File: src/rtl/muldiv4_share_ctrl_if.sv
// Requester-side request/response channels of the shared 4-bit multiply/divide sequencer.
// Bit/nibble/byte i of every field belongs to requester i.
interface muldiv4_share_ctrl_if;
    localparam int unsigned N_REQ = 2;
    localparam int unsigned NIB_W = 4;
    localparam int unsigned RES_W = 8;

    logic [N_REQ-1:0]       req_valid;
    logic [N_REQ-1:0]       req_ready;
    logic [N_REQ*NIB_W-1:0] req_a;
    logic [N_REQ*NIB_W-1:0] req_b;
    logic [N_REQ-1:0]       req_op;
    logic [N_REQ-1:0]       rsp_valid;
    logic [N_REQ-1:0]       rsp_ready;
    logic [N_REQ*RES_W-1:0] rsp_data;
    logic [N_REQ-1:0]       rsp_dbz;

    modport master (
        output req_valid, req_a, req_b, req_op, rsp_ready,
        input  req_ready, rsp_valid, rsp_data, rsp_dbz
    );

    modport slave (
        input  req_valid, req_a, req_b, req_op, rsp_ready,
        output req_ready, rsp_valid, rsp_data, rsp_dbz
    );
endinterface

File: src/rtl/muldiv4_share_ctrl.sv
// Round-robin arbiter/sequencer sharing one 4-bit multiply/divide unit between two
// requesters; divide-by-zero is optionally answered locally without starting the unit.
module muldiv4_share_ctrl #(
    parameter int unsigned LATENCY  = 2,
    parameter bit          DBZ_TRAP = 1'b1
) (
    input  logic                  clk,
    input  logic                  rst_n,
    muldiv4_share_ctrl_if.slave   bus,
    output logic                  busy,
    output logic [3:0]            mdu_a,
    output logic [3:0]            mdu_b,
    output logic                  mdu_op,
    output logic                  mdu_start,
    input  logic [7:0]            mdu_result
);
    localparam int unsigned CNT_W = 4;
    localparam int unsigned NIB_W = 4;
    localparam int unsigned RES_W = 8;
    localparam int unsigned RSP_W = 16;

    localparam logic [1:0] IDLE  = 2'd0;
    localparam logic [1:0] ISSUE = 2'd1;
    localparam logic [1:0] WAIT  = 2'd2;
    localparam logic [1:0] RESP  = 2'd3;

    logic [1:0]       state, state_nxt;
    logic             last_grant, last_grant_nxt;
    logic             id, id_nxt;
    logic             dbz, dbz_nxt;
    logic [CNT_W-1:0] cnt, cnt_nxt;
    logic [NIB_W-1:0] mdu_a_nxt, mdu_b_nxt;
    logic             mdu_op_nxt, mdu_start_nxt;
    logic [1:0]       rsp_valid_nxt, rsp_dbz_nxt;
    logic [RSP_W-1:0] rsp_data_nxt;
    logic             busy_nxt;

    logic             grant;
    logic [NIB_W-1:0] sel_a, sel_b;
    logic             sel_op, sel_dbz;

    function automatic logic [1:0] onehot(input logic sel);
        return sel ? 2'b10 : 2'b01;
    endfunction

    function automatic logic [RSP_W-1:0] place_byte(input logic sel, input logic [RES_W-1:0] val);
        return sel ? {val, 8'h00} : {8'h00, val};
    endfunction

    // State and registered outputs
    always_ff @(posedge clk or negedge rst_n) begin
        if (!rst_n) begin
            state         <= IDLE;
            last_grant    <= 1'b1;
            id            <= 1'b0;
            dbz           <= 1'b0;
            cnt           <= '0;
            mdu_a         <= '0;
            mdu_b         <= '0;
            mdu_op        <= 1'b0;
            mdu_start     <= 1'b0;
            bus.rsp_valid <= '0;
            bus.rsp_data  <= '0;
            bus.rsp_dbz   <= '0;
            busy          <= 1'b0;
        end else begin
            state         <= state_nxt;
            last_grant    <= last_grant_nxt;
            id            <= id_nxt;
            dbz           <= dbz_nxt;
            cnt           <= cnt_nxt;
            mdu_a         <= mdu_a_nxt;
            mdu_b         <= mdu_b_nxt;
            mdu_op        <= mdu_op_nxt;
            mdu_start     <= mdu_start_nxt;
            bus.rsp_valid <= rsp_valid_nxt;
            bus.rsp_data  <= rsp_data_nxt;
            bus.rsp_dbz   <= rsp_dbz_nxt;
            busy          <= busy_nxt;
        end
    end

    // Arbitration, next-state and next-output logic
    always_comb begin
        state_nxt      = state;
        last_grant_nxt = last_grant;
        id_nxt         = id;
        dbz_nxt        = dbz;
        cnt_nxt        = cnt;
        mdu_a_nxt      = mdu_a;
        mdu_b_nxt      = mdu_b;
        mdu_op_nxt     = mdu_op;
        mdu_start_nxt  = 1'b0;
        rsp_valid_nxt  = bus.rsp_valid;
        rsp_data_nxt   = bus.rsp_data;
        rsp_dbz_nxt    = bus.rsp_dbz;
        bus.req_ready  = 2'b00;

        // Contention goes to whoever did not win last time
        grant   = (bus.req_valid == 2'b11) ? ~last_grant : bus.req_valid[1];
        sel_a   = grant ? bus.req_a[7:4] : bus.req_a[3:0];
        sel_b   = grant ? bus.req_b[7:4] : bus.req_b[3:0];
        sel_op  = grant ? bus.req_op[1]  : bus.req_op[0];
        sel_dbz = sel_op && (sel_b == '0);

        case (state)
            IDLE: begin
                if (bus.req_valid[grant]) begin
                    bus.req_ready  = onehot(grant);
                    mdu_a_nxt      = sel_a;
                    mdu_b_nxt      = sel_b;
                    mdu_op_nxt     = sel_op;
                    id_nxt         = grant;
                    last_grant_nxt = grant;
                    dbz_nxt        = sel_dbz;
                    if (sel_dbz && DBZ_TRAP) begin
                        rsp_valid_nxt = onehot(grant);
                        rsp_dbz_nxt   = onehot(grant);
                        rsp_data_nxt  = place_byte(grant, {sel_a, 4'hF});
                        state_nxt     = RESP;
                    end else begin
                        mdu_start_nxt = 1'b1;
                        state_nxt     = ISSUE;
                    end
                end
            end
            ISSUE: begin
                cnt_nxt   = CNT_W'(LATENCY - 1);
                state_nxt = WAIT;
            end
            WAIT: begin
                if (cnt == '0) begin
                    rsp_valid_nxt = onehot(id);
                    rsp_dbz_nxt   = dbz ? onehot(id) : 2'b00;
                    rsp_data_nxt  = place_byte(id, mdu_result);
                    state_nxt     = RESP;
                end else begin
                    cnt_nxt = cnt - CNT_W'(1);
                end
            end
            RESP: begin
                if (bus.rsp_ready[id]) begin
                    rsp_valid_nxt = 2'b00;
                    rsp_dbz_nxt   = 2'b00;
                    state_nxt     = IDLE;
                end
            end
            default: state_nxt = IDLE;
        endcase

        busy_nxt = (state_nxt != IDLE);
    end
endmodule

File: src/flat_wrapper.sv
// flat-port wrapper written by rule: the top's interface ports become plain ports
module muldiv4_share_ctrl_flat 
#(
    parameter int unsigned LATENCY  = 2,
    parameter bit          DBZ_TRAP = 1'b1
)
  (clk, rst_n, busy, mdu_a, mdu_b, mdu_op, mdu_start, mdu_result, bus_req_valid, bus_req_a, bus_req_b, bus_req_op, bus_rsp_ready, bus_req_ready, bus_rsp_valid, bus_rsp_data, bus_rsp_dbz);
  muldiv4_share_ctrl_if bus_i ();
  input  logic clk;
  input  logic rst_n;
  output logic busy;
  output logic [3:0] mdu_a;
  output logic [3:0] mdu_b;
  output logic mdu_op;
  output logic mdu_start;
  input  logic [7:0] mdu_result;
  input wire logic [$bits(bus_i.req_valid)-1:0] bus_req_valid;
  input wire logic [$bits(bus_i.req_a)-1:0] bus_req_a;
  input wire logic [$bits(bus_i.req_b)-1:0] bus_req_b;
  input wire logic [$bits(bus_i.req_op)-1:0] bus_req_op;
  input wire logic [$bits(bus_i.rsp_ready)-1:0] bus_rsp_ready;
  output wire logic [$bits(bus_i.req_ready)-1:0] bus_req_ready;
  output wire logic [$bits(bus_i.rsp_valid)-1:0] bus_rsp_valid;
  output wire logic [$bits(bus_i.rsp_data)-1:0] bus_rsp_data;
  output wire logic [$bits(bus_i.rsp_dbz)-1:0] bus_rsp_dbz;
  assign bus_i.req_valid = bus_req_valid;
  assign bus_i.req_a = bus_req_a;
  assign bus_i.req_b = bus_req_b;
  assign bus_i.req_op = bus_req_op;
  assign bus_i.rsp_ready = bus_rsp_ready;
  assign bus_req_ready = bus_i.req_ready;
  assign bus_rsp_valid = bus_i.rsp_valid;
  assign bus_rsp_data = bus_i.rsp_data;
  assign bus_rsp_dbz = bus_i.rsp_dbz;
  muldiv4_share_ctrl #(.LATENCY(LATENCY), .DBZ_TRAP(DBZ_TRAP)) u_core (.clk(clk), .rst_n(rst_n), .bus(bus_i), .busy(busy), .mdu_a(mdu_a), .mdu_b(mdu_b), .mdu_op(mdu_op), .mdu_start(mdu_start), .mdu_result(mdu_result));
endmodule
File: config.mk
export PLATFORM = sky130hd
export DESIGN_NAME = muldiv4_share_ctrl_flat
export DESIGN_NICKNAME = d
export VERILOG_FILES = /design/src/rtl/muldiv4_share_ctrl_if.sv /design/src/rtl/muldiv4_share_ctrl.sv /design/src/flat_wrapper.sv
export SDC_FILE = /design/constraint.sdc
export NUM_CORES = 1
export LEC_CHECK = 0
export ABC_AREA = 0
export BUFFER_PORTS_ARGS = -buffer_cell sky130_fd_sc_hd__buf_2
export CORE_UTILIZATION = 50
export DETAILED_ROUTE_END_ITERATION = 10
export PLACE_DENSITY = 0.91
export SYNTH_ARGS = -nofsm -noshare
export SYNTH_HDL_FRONTEND = slang
export SYNTH_SLANG_ARGS = --single-unit
File: constraint.sdc
create_clock -name clk -period 4.6 [get_ports clk]
set_input_delay 0.23 -clock clk [delete_from_list [all_inputs] [get_ports clk]]
set_output_delay 0.23 -clock clk [all_outputs]
set_load 0.005 [all_outputs]
== After elaboration in Yosys (flattened, before gate mapping) ==
Index checks and enable logic that the tools add are counted.
Cells by class
  magnitude comparators: 2
  reduce and logical (&&, ||, !) cells: 12
  bitwise logic cells: 1
  add/sub/neg operators: 1
  eq/ne operators: 9
  muxes and demuxes: 36
Operators by type and width (count)
  $mux W16: 5
  $pmux W16 S2: 1
  $mux W2: 14
  $mux W4: 3
  $pmux W2 S3: 2
  $mux W1: 9
  $logic_not A4 Y1: 2
  $ne A2 B1 Y1 const B: 4
  $pmux W2 S4: 1
  $pmux W4 S2: 1
  $eq A2 B2 Y1 const B: 3
  $reduce_bool A2 Y1: 3
  $reduce_and A5 Y1: 1
  $lt A1 B2 Y1 const B: 2
  $reduce_and A2 Y1: 2
  $reduce_and A4 Y1: 1
  $sub A4 B1 Y4 const B: 1
  $reduce_bool A3 Y1: 1
  $eq A2 B1 Y1 const B: 1
  $logic_not A2 Y1: 1
  $ne A2 B2 Y1 const B: 1
  $logic_and A1 B1 Y1: 1
  $not A1 Y1: 1
Word-level totals
  flip-flop bits (word level): 40
  word-level logic and storage cells: 74
  input port bits: 32
  output and inout port bits: 33

== Logic depth before layout (Yosys ltp) ==
Gate-level depths: netlist of the first run.
  word-level depth: 9
  gate-level depth with buffers: 8
  mapped depth without buffers: 7

== Worst setup path before layout of the first run ==
No wires, ideal clock.
  kind: register to register
  start point: register u_core.last_grant
  end point: register u_core.bus.rsp_data[6]
  buffers on the path: 2
  arrival: 1.837 ns
  slack: 2.637 ns
  period minus slack after synthesis: 1.963 ns
  setup time: 0.125 ns
  data required time: 4.475 ns
  cell stages (with the launch flop): 8
  path through: dfstp_2 a21boi_1 mux2_4 and3b_4 a21o_1 buf_6 buf_6 mux2_4
On the way
  word-level cells in the longest chain between the ends: 7
  elaborated cells between the ends (all ways): 16
  those cells by class: eq/ne (2); mux (10); bitwise (1); reduce/logical (3)
Ends and longest elaborated chain
  start: declaration: RTL line muldiv4_share_ctrl.sv:28  | logic last_grant, last_grant_nxt;
  start signal: assignment: RTL line muldiv4_share_ctrl.sv:68  | last_grant <= last_grant_nxt;
  $not A1 Y1 (*): RTL line muldiv4_share_ctrl.sv:100  | grant = (bus.req_valid == 2'b11) ? ~last_grant : bus.req_valid[1];
  $mux W1 (*): RTL line muldiv4_share_ctrl.sv:100
  $mux W4 (on tied branches): RTL line muldiv4_share_ctrl.sv:102, muldiv4_share_ctrl.sv:101
  $logic_not A4 Y1 / $mux W16 (equally long branches): RTL line muldiv4_share_ctrl.sv:104, muldiv4_share_ctrl.sv:47
  $logic_and A1 B1 Y1 / $mux W16 (equally long branches): RTL line muldiv4_share_ctrl.sv:104, muldiv4_share_ctrl.sv:116
  $ne A2 B1 Y1 (no line) / $mux W16 (equally long branches)
  $reduce_and A4 Y1 (no line) / $pmux W16 S2 (equally long branches)
  end signal: assignment: RTL line muldiv4_share_ctrl.sv:77  | bus.rsp_data <= rsp_data_nxt;
  end: declaration: RTL line muldiv4_share_ctrl_if.sv:25  | output req_ready, rsp_valid, rsp_data, rsp_dbz
Mark *: on every way between the ends. The rest lies on a longest branch, timed or not. The select of a mux whose other input is x is not followed.
A chain may end at the register's enable or synchronous reset.

== Worst setup path in the final report of the first run ==
  start point: register u_core.last_grant
  end point: register u_core.bus.rsp_data[14]
Same word-level chain as after synthesis.

==> results of run 1 <==
==> report_power, final <==
| group | switching, mW | internal, mW |
|---|---|---|
| Combinational | 0.338 | 0.334 |
| Clock | 0.119 | 0.161 |
| Sequential | 0.136 | 0.512 |
==> per-stage QoR <==
step	area, um^2	instances
4_1_cts	2490	313
3_3_place_gp	2380	305
5_1_grt	2490	313
3_5_place_dp	2380	305
6_report	2490	313
2_1_floorplan	2060	205
==> layer usage <==
metal	up-vias	track usage, %	wire [um]
met5	-	0	0
met4	0	5.59	28
met3	3	6.21	306
met2	70	37.5	2100
met1	790	29.3	1990
li1	832	-	-
==> cell families (layout without fill, tap and decap cells) <==
family                     count (synthesis)  count (layout)
adders and majority gates                  2               2
muxes                                     29              29
and+or+nand+nor                           57              57
AOI/OAI and AO/OA                         50              50
DFF                                       40              40
buffers and inverters                     27              87
==> area by class of cell <==
type | instances | area (um^2)
inverter | 13 | 48.8
fill | 303 | 1310
clock inverter | 2 | 35.0
sequential | 40 | 1000
timing repair buffer | 66 | 335
tap | 48 | 60.1
multi-input combinational | 138 | 936
clock buffer | 6 | 72.6
==> registers in the layout, indices dropped and copies added, names as in the netlist <==
signal,cells
u_core.state,2
u_core.bus.rsp_data,16
u_core.id,1
u_core.mdu_start,1
u_core.mdu_op,1
u_core.bus.rsp_valid,2
u_core.busy,1
u_core.mdu_b,4
u_core.last_grant,1
u_core.mdu_a,4
u_core.cnt,4
u_core.dbz,1
u_core.bus.rsp_dbz,2
==> worst max-delay path by stage <==
stage / start / end / slack, ns / cells after the start
floorplan: u_core.last_grant / u_core.bus.rsp_data[6] / 2.64 / 7
global placement: u_core.last_grant / u_core.bus.rsp_data[14] / 1.96 / 5
detailed placement: u_core.last_grant / u_core.bus.rsp_data[14] / 1.81 / 5
CTS: u_core.last_grant / u_core.bus.rsp_data[14] / 1.78 / 5
global route: u_core.last_grant / u_core.bus.rsp_data[14] / 1.64 / 5
finish: u_core.last_grant / u_core.bus.rsp_data[14] / 1.82 / 5
==> critical path, delay by kind of cell, from the launching register on <==
kind | cells | cell delay (ns)
AO/OA/AOI/OAI | 2 | 1.35
AND/OR/NAND/NOR | 1 | 0.22
flip-flops | 1 | 0.39
multiplexers | 2 | 0.70
==> cells in the mapped netlist (all sizes together) (2+ instances only) <==
cell type	number	area [um^2]
a21o	8	60.1
a21oi	12	60.1
a31oi	4	25.0
buf	4	33.8
clkbuf	10	37.5
dfrtp	39	976
ha	2	25.0
inv	13	48.8
mux2	15	180
mux2i	14	140
nand2	24	90.1
nand2b	2	12.5
nand3	8	40.0
nand3b	4	30.0
nor2	7	26.3
nor2b	4	25.0
nor4	2	12.5
nor4b	2	17.5
o21ai	16	80.1
o22ai	4	25.0
==> impl_metrics.py, run 1 <==
metrics = {
    "floorplan": {
        "dieWidth_um": 66.2,
        "rows": 22,
        "die_area_mm2": 0.00438,
        "ioPinCount": 65,
        "core-area_mm2": 0.00380,
        "initial_core_util_pct": 54.2,
        "die_h_um": 66.2,
    },
    "clocking": {
        "cts_buffers": 5,
        "worst_skew_pair.late_latency_ns": 0.29,
        "holdBufCountCts": 0,
        "clk_path_buf_depth": 2,
        "cts_resized": 0,
        "cts_max_level": 2,
        "cts_setup_buffers": 0,
        "cts-root-buf": "clkbuf_8",
        "path_clk_slew_ns": 0.08,
        "cts_tree": "done",
        "cts.sinks": 40,
    },
    "setup_path": {
        "r2r-start": "u_core.last_grant",
        "cp-end-kind": "register",
        "r2r_cells": 5,
        "cp_slowest_stage_delay_ns": 0.76,
        "arrival_ns": 2.96,
        "cp-start-kind": "register",
        "rr_endpoint": "u_core.bus.rsp_data[14]",
        "cp_slowest_cell": "a21boi_1",
        "crit_fanout": 16,
        "worstPathCellList": "a21boi_1 -> mux2_4 -> and3b_4 -> a21o_1 -> mux2_1",
        "required_ns": 4.78,
        "path_class": "register to register",
        "reg2reg_slack_ns": 1.82,
    },
    "synth": {
        "synth_top_family_by_area": "multiplexers",
        "avgSynthCellArea_um2": 10.0,
        "synthCells": 205,
        "synth-seq-cells": 40,
        "synthesis.area_mm2": 0.00206,
        "synth_fa_ha_area_share_pct": 1.22,
        "synth_simple_gate_area_share_pct": 13.9,
        "synth_xor_area_share_pct": 0,
        "synth_cell_types": 36,
        "synth_edf_count": 0,
        "synth_nets": 239,
        "synth_compound_gate_area_share_pct": 14.8,
        "yosys_most_used_dff": "dfrtp_1",
        "seq_area_frac_synth_pct": 48.7,
        "async_flop_share_pct": 100,
        "yosys_warnings": 0,
        "synthMuxAreaShare_pct": 15.6,
    },
    "layout": {
        "diodes": 0,
        "final_common_cell": "buf_2",
        "fin_nets": 298,
        "syn2layout_area_growth_pct": 21.0,
        "drive_above_1_share_pct": 32.1,
        "final_cell_mix": "buf_2, dfrtp_1, nand2_1",
        "utilization_pct": 65.5,
    },
    "job": {
        "cap_violations": 0,
    },
    "routing": {
        "drtIter0Drc": 155,
        "route.vias.total": 1695,
        "antenna_left": 0,
        "viasPerCell": 5.42,
        "drt_first_pass_iters": 4,
        "wl_per_cell_um": 14.2,
        "drc": 0,
        "wl_um": 4430,
    },
    "placement": {
        "hpwlAfterDp_um": 3300,
        "gp_congestion": 0.852,
        "place_ws_ns": 1.81,
        "io_buffers": 64,
    },
    "sta": {
        "worstMarginPinSlew_ns": 0.962,
        "holdWs_ns": 0.0497,
        "slew_viol_final": 0,
        "finalCritPeriodShare_pct": 60.5,
        "setup_slack_ns": 1.82,
        "relSlewSlack_pct": 35.7,
        "final.setup_skew_ns": 0.00771,
        "hold_viol_final": 0,
        "setup-violations-final": 0,
        "fmax_mhz": 359,
        "rsz0062_at_grt": "false",
        "tns_ns": 0,
        "period_minus_slack_ns": 2.78,
    },
    "global_route": {
        "grt_max_degree": 41,
        "track_usage_pct": 22.7,
        "grt_pass1_wl_um": 7390,
        "grt_pass1_vias": 1621,
        "antenna_found_initial": 0,
        "overflow": 0,
    },
    "min_path": {
        "min_path_type": "primary input to async pin",
    },
    "power": {
        "ir_drop_mv": 0.373,
        "total_power_mw": 1.60,
        "leakagePower_nw": 1.31,
        "powerDensity_mw_per_mm2": 642,
    },
    "run_status": {
        "status": "finished clean",
    },
}
Note: power is estimated with default switching activity, not from simulation.
==> inputs of run 2 (changes only) <==
- CORE_UTILIZATION: 50 -> 46
- PLACE_DENSITY: 0.91 -> 0.88
- clock period: 4.6 -> 2.55 ns (I/O delays scaled with it)
==> run 2 against run 1 <==
Clock skew increased by 0.0043 ns; sequential share of layout area decreased by 0.62 points; via count increased by 4.8%; die area increased by 8.4%; critical path depth increased by 1; register-to-register slack got worse by 1.3 ns; fmax increased by 34%; non-clock buffer count increased by 8; routed wire length increased by 2.2%; largest power group unchanged.
==> impl_metrics.py, run 2 (synthesis results as in run 1) <==
metrics = {
    "run_status": {
        "status": "finished clean",
    },
    "setup_path": {
        "crit_fanout": 10,
        "rr_endpoint": "u_core.bus.rsp_data[11]",
        "required_ns": 2.77,
        "crit_start": "u_core.last_grant",
        "cp-start-kind": "register",
        "arrival_ns": 2.29,
        "crit_top_cell": "mux2i_1",
        "cp-end-kind": "register",
        "worstPathCellList": "a21bo_2 -> mux2i_1 -> and3b_4 -> a21o_1 -> buf_4 -> mux2i_1",
        "crit_path_end": "u_core.bus.rsp_data[11]",
        "worst-path-buf-inv": 1,
        "reg2reg_slack_ns": 0.47,
        "cp_top_family": "flip-flops",
        "r2r-start": "u_core.last_grant",
        "cp_slowest_stage_delay_ns": 0.56,
        "cp.depth": 6,
        "r2r_cells": 6,
        "path_class": "register to register",
        "cp_slowest_cell": "dfstp_2",
    },
    "routing": {
        "viasPerCell": 5.50,
        "drtIter0Drc": 54,
        "wl_per_cell_um": 14.0,
        "drc": 0,
        "met2_length_um": 2150,
        "wl_um": 4530,
        "highest_layer": "met4",
        "route.vias.total": 1776,
        "antenna_left": 0,
        "wl_met3_um": 348,
        "met1Wirelength_um": 1980,
        "drt_first_pass_iters": 4,
    },
    "placement": {
        "gp_congestion": 0.773,
        "hpwlAfterDp_um": 3310,
        "io_buffers": 64,
    },
    "global_route": {
        "track_usage_pct": 20.8,
        "overflow": 0,
        "grt_pass1_wl_um": 7270,
        "grt_pass1_vias": 1643,
        "antenna_found_initial": 0,
        "grt_max_degree": 41,
    },
    "clocking": {
        "cts_buffers": 5,
        "clk_path_buf_depth": 2,
        "worst_skew_pair.late_latency_ns": 0.29,
        "cts_max_level": 2,
        "cts-root-buf": "clkbuf_8",
        "cts_tree": "done",
        "holdBufCountCts": 1,
        "cts_setup_buffers": 0,
        "cts.sinks": 40,
        "path_clk_slew_ns": 0.08,
        "cts_resized": 0,
    },
    "sta": {
        "fmax_mhz": 482,
        "tns_ns": 0,
        "rsz0062_at_grt": "false",
        "worstMarginPinSlew_ns": 0.871,
        "slew_viol_final": 0,
        "setup-violations-final": 0,
        "finalCritPeriodShare_pct": 81.4,
        "hold_viol_final": 0,
        "final.setup_skew_ns": 0.0120,
        "relSlewSlack_pct": 41.9,
        "period_minus_slack_ns": 2.08,
    },
    "floorplan": {
        "die_h_um": 68.9,
        "initial_core_util_pct": 49.7,
        "core-area_mm2": 0.00414,
        "dieWidth_um": 68.9,
        "die_area_mm2": 0.00475,
        "ioPinCount": 65,
        "rows": 23,
    },
    "layout": {
        "diodes": 0,
        "regMostFlops": "u_core.bus.rsp_data",
        "utilization_pct": 61.0,
        "fin_nets": 306,
        "drive_above_1_share_pct": 33.3,
        "final_common_cell": "buf_2",
        "largest_reg_flops": 16,
        "syn2layout_area_growth_pct": 22.9,
        "final_cell_mix": "buf_2, dfrtp_1, nand2_1",
    },
    "min_path": {
        "min_path_type": "primary input to register",
    },
    "job": {
        "cap_violations": 0,
    },
    "power": {
        "leakagePower_nw": 1.33,
        "ir_drop_mv": 0.571,
        "powerDensity_mw_per_mm2": 1120,
    },
}
==> run 2: layer usage <==
layer	track usage, %	vias to the layer above
met5	0	-
met4	7.40	0
li1	-	849
met2	35.1	65
met3	4.28	5
met1	26.2	857
==> run 2: where the power goes <==
group	total (mW)	internal [mW]	switching, mW	leakage (nW)
Clock	0.406	0.192	0.214	0.0422
Sequential	1.10	0.924	0.178	0.501
Combinational	1.33	0.647	0.683	0.789
==> run 2: worst reg2reg max path, delay by kind of cell (launching register included) <==
family | cells | cell delay [ns]
AO/OA/AOI/OAI | 2 | 0.51
AND/OR/NAND/NOR | 1 | 0.24
multiplexers | 2 | 0.45
flip-flops | 1 | 0.56
buffers and inverters | 1 | 0.24
==> run 2: how the worst min path moves through the flow <==
stage	cells past startpoint	slack, ns	start	endpoint
2_1_floorplan	0	-0.17	rst_n	u_core.bus.rsp_data[0]
3_3_place_gp	1	0.28	rst_n	u_core.bus.rsp_data[8]
3_5_place_dp	1	0.30	rst_n	u_core.bus.rsp_data[11]
4_1_cts	3	0.14	bus_req_b[7]	u_core.mdu_b[3]
5_1_grt	3	0.16	bus_req_b[4]	u_core.mdu_b[0]
6_report	3	0.13	bus_req_b[7]	u_core.mdu_b[3]
==> run 2: through the flow <==
stage | area, um^2 | hold slack (ns) | cells | setup WS, ns | total power, mW
2_1_floorplan | 2060 | -0.168 | 205 | 0.587 | 1.98
3_3_place_gp | 2440 | 0.283 | 314 | 0.539 | 2.39
3_5_place_dp | 2440 | 0.298 | 314 | 0.477 | 2.45
4_1_cts | 2530 | 0.139 | 323 | 0.461 | 2.86
5_1_grt | 2530 | 0.161 | 323 | 0.326 | 3.09
6_report | 2530 | 0.133 | 323 | 0.473 | 2.84
==> run 2: layout make-up <==
type / instances / area, um^2
Clock buffer: 7 / 76.3
Clock inverter: 1 / 5.00
Sequential cell: 40 / 1000
Tap cell: 50 / 62.6
Multi-Input combinational cell: 138 / 936
Fill cell: 359 / 1620
Timing Repair Buffer: 74 / 398
Inverter: 13 / 48.8
==> inputs of run 3 (changes only) <==
- clock period: 2.55 -> 1.7 ns (I/O delays scaled with it)
==> run 3 against run 2 <==
The run now ends with negative setup slack left; combinational power up 77%; critical path depth unchanged; cell count up 4.6%; fmax up 10%; power up 68%; critical path type unchanged; critical endpoint is now u_core.bus.rsp_valid[0]; largest power group unchanged; highest routed layer unchanged.
==> impl_metrics.py, run 3 (synthesis results as in run 1) <==
metrics = {
    "run_status": {
        "status": "finished, violations left",
        "violations": "negative setup slack",
    },
    "power": {
        "switching_power_mw": 1.75,
        "internal_power_mw": 3.00,
        "leakagePower_nw": 1.45,
        "p_clk_share_pct": 16.2,
        "comb_power_share_pct": 49.6,
        "ir_drop_mv": 0.833,
        "swShare_pct": 36.8,
        "total_power_mw": 4.75,
        "powerDensity_mw_per_mm2": 1740,
        "seqPwrFrac_pct": 34.2,
    },
    "sta": {
        "tns_ns": -2.59,
        "period_minus_slack_ns": 1.89,
        "setup-violations-final": 20,
        "hold_viol_final": 0,
        "slew_viol_final": 0,
        "fmax_mhz": 530,
        "setup_slack_ns": -0.186,
        "worstMarginPinSlew_ns": 0.402,
        "final.setup_skew_ns": 0.00728,
        "finalCritPeriodShare_pct": 111,
        "rsz0062_at_grt": "true",
        "relSlewSlack_pct": 73.2,
    },
    "placement": {
        "hpwlAfterDp_um": 3630,
        "place_ws_ns": -0.366,
        "io_buffers": 64,
        "gp_congestion": 0.746,
        "dpl_cell_area_mm2": 0.00255,
    },
    "floorplan": {
        "rows": 23,
        "core-area_mm2": 0.00414,
        "dieWidth_um": 68.9,
        "die_area_mm2": 0.00475,
        "ioPinCount": 65,
        "die_h_um": 68.9,
        "initial_core_util_pct": 49.7,
    },
    "clocking": {
        "cts.sinks": 40,
        "worst_skew_pair.late_latency_ns": 0.29,
        "cts_buffers": 5,
        "cts-root-buf": "clkbuf_8",
        "cts_tree": "done",
        "path_clk_slew_ns": 0.08,
        "cts_max_level": 2,
        "clk_path_buf_depth": 2,
    },
    "layout": {
        "final_common_cell": "buf_2",
        "fin_nets": 321,
        "syn2layout_area_growth_pct": 32.5,
        "final_cell_mix": "buf_2, dfrtp_1, nand2_1",
        "regMostFlops": "u_core.bus.rsp_data",
        "utilization_pct": 65.8,
        "drive_above_1_share_pct": 39.6,
        "diodes": 0,
        "largest_reg_flops": 16,
        "post-route-cell-area_mm2": 0.00273,
    },
    "routing": {
        "drtIter0Drc": 175,
        "drc": 0,
        "wl_um": 5100,
        "route.vias.total": 1849,
        "wl_per_cell_um": 15.1,
        "antenna_left": 0,
        "drt_first_pass_iters": 4,
        "viasPerCell": 5.47,
    },
    "min_path": {
        "min_path_type": "primary input to register",
    },
    "global_route": {
        "track_usage_pct": 23.1,
        "antenna_found_initial": 0,
        "grt_pass1_wl_um": 7930,
        "grt_pass1_vias": 1762,
        "grt_max_degree": 26,
        "overflow": 0,
    },
    "setup_path": {
        "path_class": "register to register",
        "crit_fanout": 4,
        "cp-start-kind": "register",
        "cp-end-kind": "register",
        "required_ns": 1.88,
        "arrival_ns": 2.06,
    },
    "job": {
        "cap_violations": 0,
    },
}
## run 3: cell count changes in the layout (fill, tap and decap cells not counted), moves of 2 or more
cell	change
buf_4	+13
mux2_2	-3
mux2_4	+4
buf_6	+2
## run 3: final cells by class
cell class,instances,area [um^2]
clock buffer,6,72.6
clock inverter,2,35.0
fill,331,1420
inverter,13,48.8
multi-input combinational,138,988
sequential,40,1000
tap,50,62.6
timing repair buffer,89,518
## run 3: through the flow
stage	hold slack, ns	std cells
after floorplan	-0.211	205
after global placement	0.0250	327
after detailed placement	0.0325	327
after CTS	0.0930	337
after global routing	0.117	338
final	0.0996	338
## run 3: worst max-delay path, cell delays in order (launching register included)
cell	delay, ns
dfstp_2	0.57
a21boi_2	0.08
mux2_4	0.30
and3b_4	0.19
a211oi_2	0.14
buf_4	0.18
mux2_4	0.30
## run 3: repair_timing
| action | 4_1_cts | 5_1_grt |
|---|---|---|
| setup buffers | 1 | 1 |
| hold buffers | 1 | 0 |
| endpoints found under the setup margin | 21 | 21 |
| endpoints found under the hold margin | 16 | 0 |
| resized for setup | 8 | 4 |
| pin swaps | 2 | 0 |
## run 3: final timing paths
path	depth (start not counted)	end	startpoint	slack, ns
max in group asynchronous	3	u_core.last_grant	rst_n	0.86
max	6	u_core.bus.rsp_valid[0]	u_core.last_grant	-0.19
max reg2reg	6	u_core.bus.rsp_valid[0]	u_core.last_grant	-0.19
min reg2reg	1	u_core.mdu_a[0]	u_core.mdu_a[0]	0.48
min	3	u_core.mdu_b[0]	bus_req_b[4]	0.1
min in group asynchronous	2	u_core.bus.rsp_data[0]	rst_n	0.24
## run 3: metal layers
layer,routed length (um),global-route usage (%)
met5,0,0
met4,63,8.93
met3,374,5.76
met2,2480,39.0
met1,2180,28.3
## run 3: power by group through the flow
stage	Clock (mW)	Combinational, mW	Sequential [mW]
floorplan	0	1.34	1.65
global placement	0	2.14	1.61
detailed placement	0	2.22	1.64
CTS	0.783	2.32	1.62
global route	0.830	2.62	1.67
finish	0.772	2.36	1.62
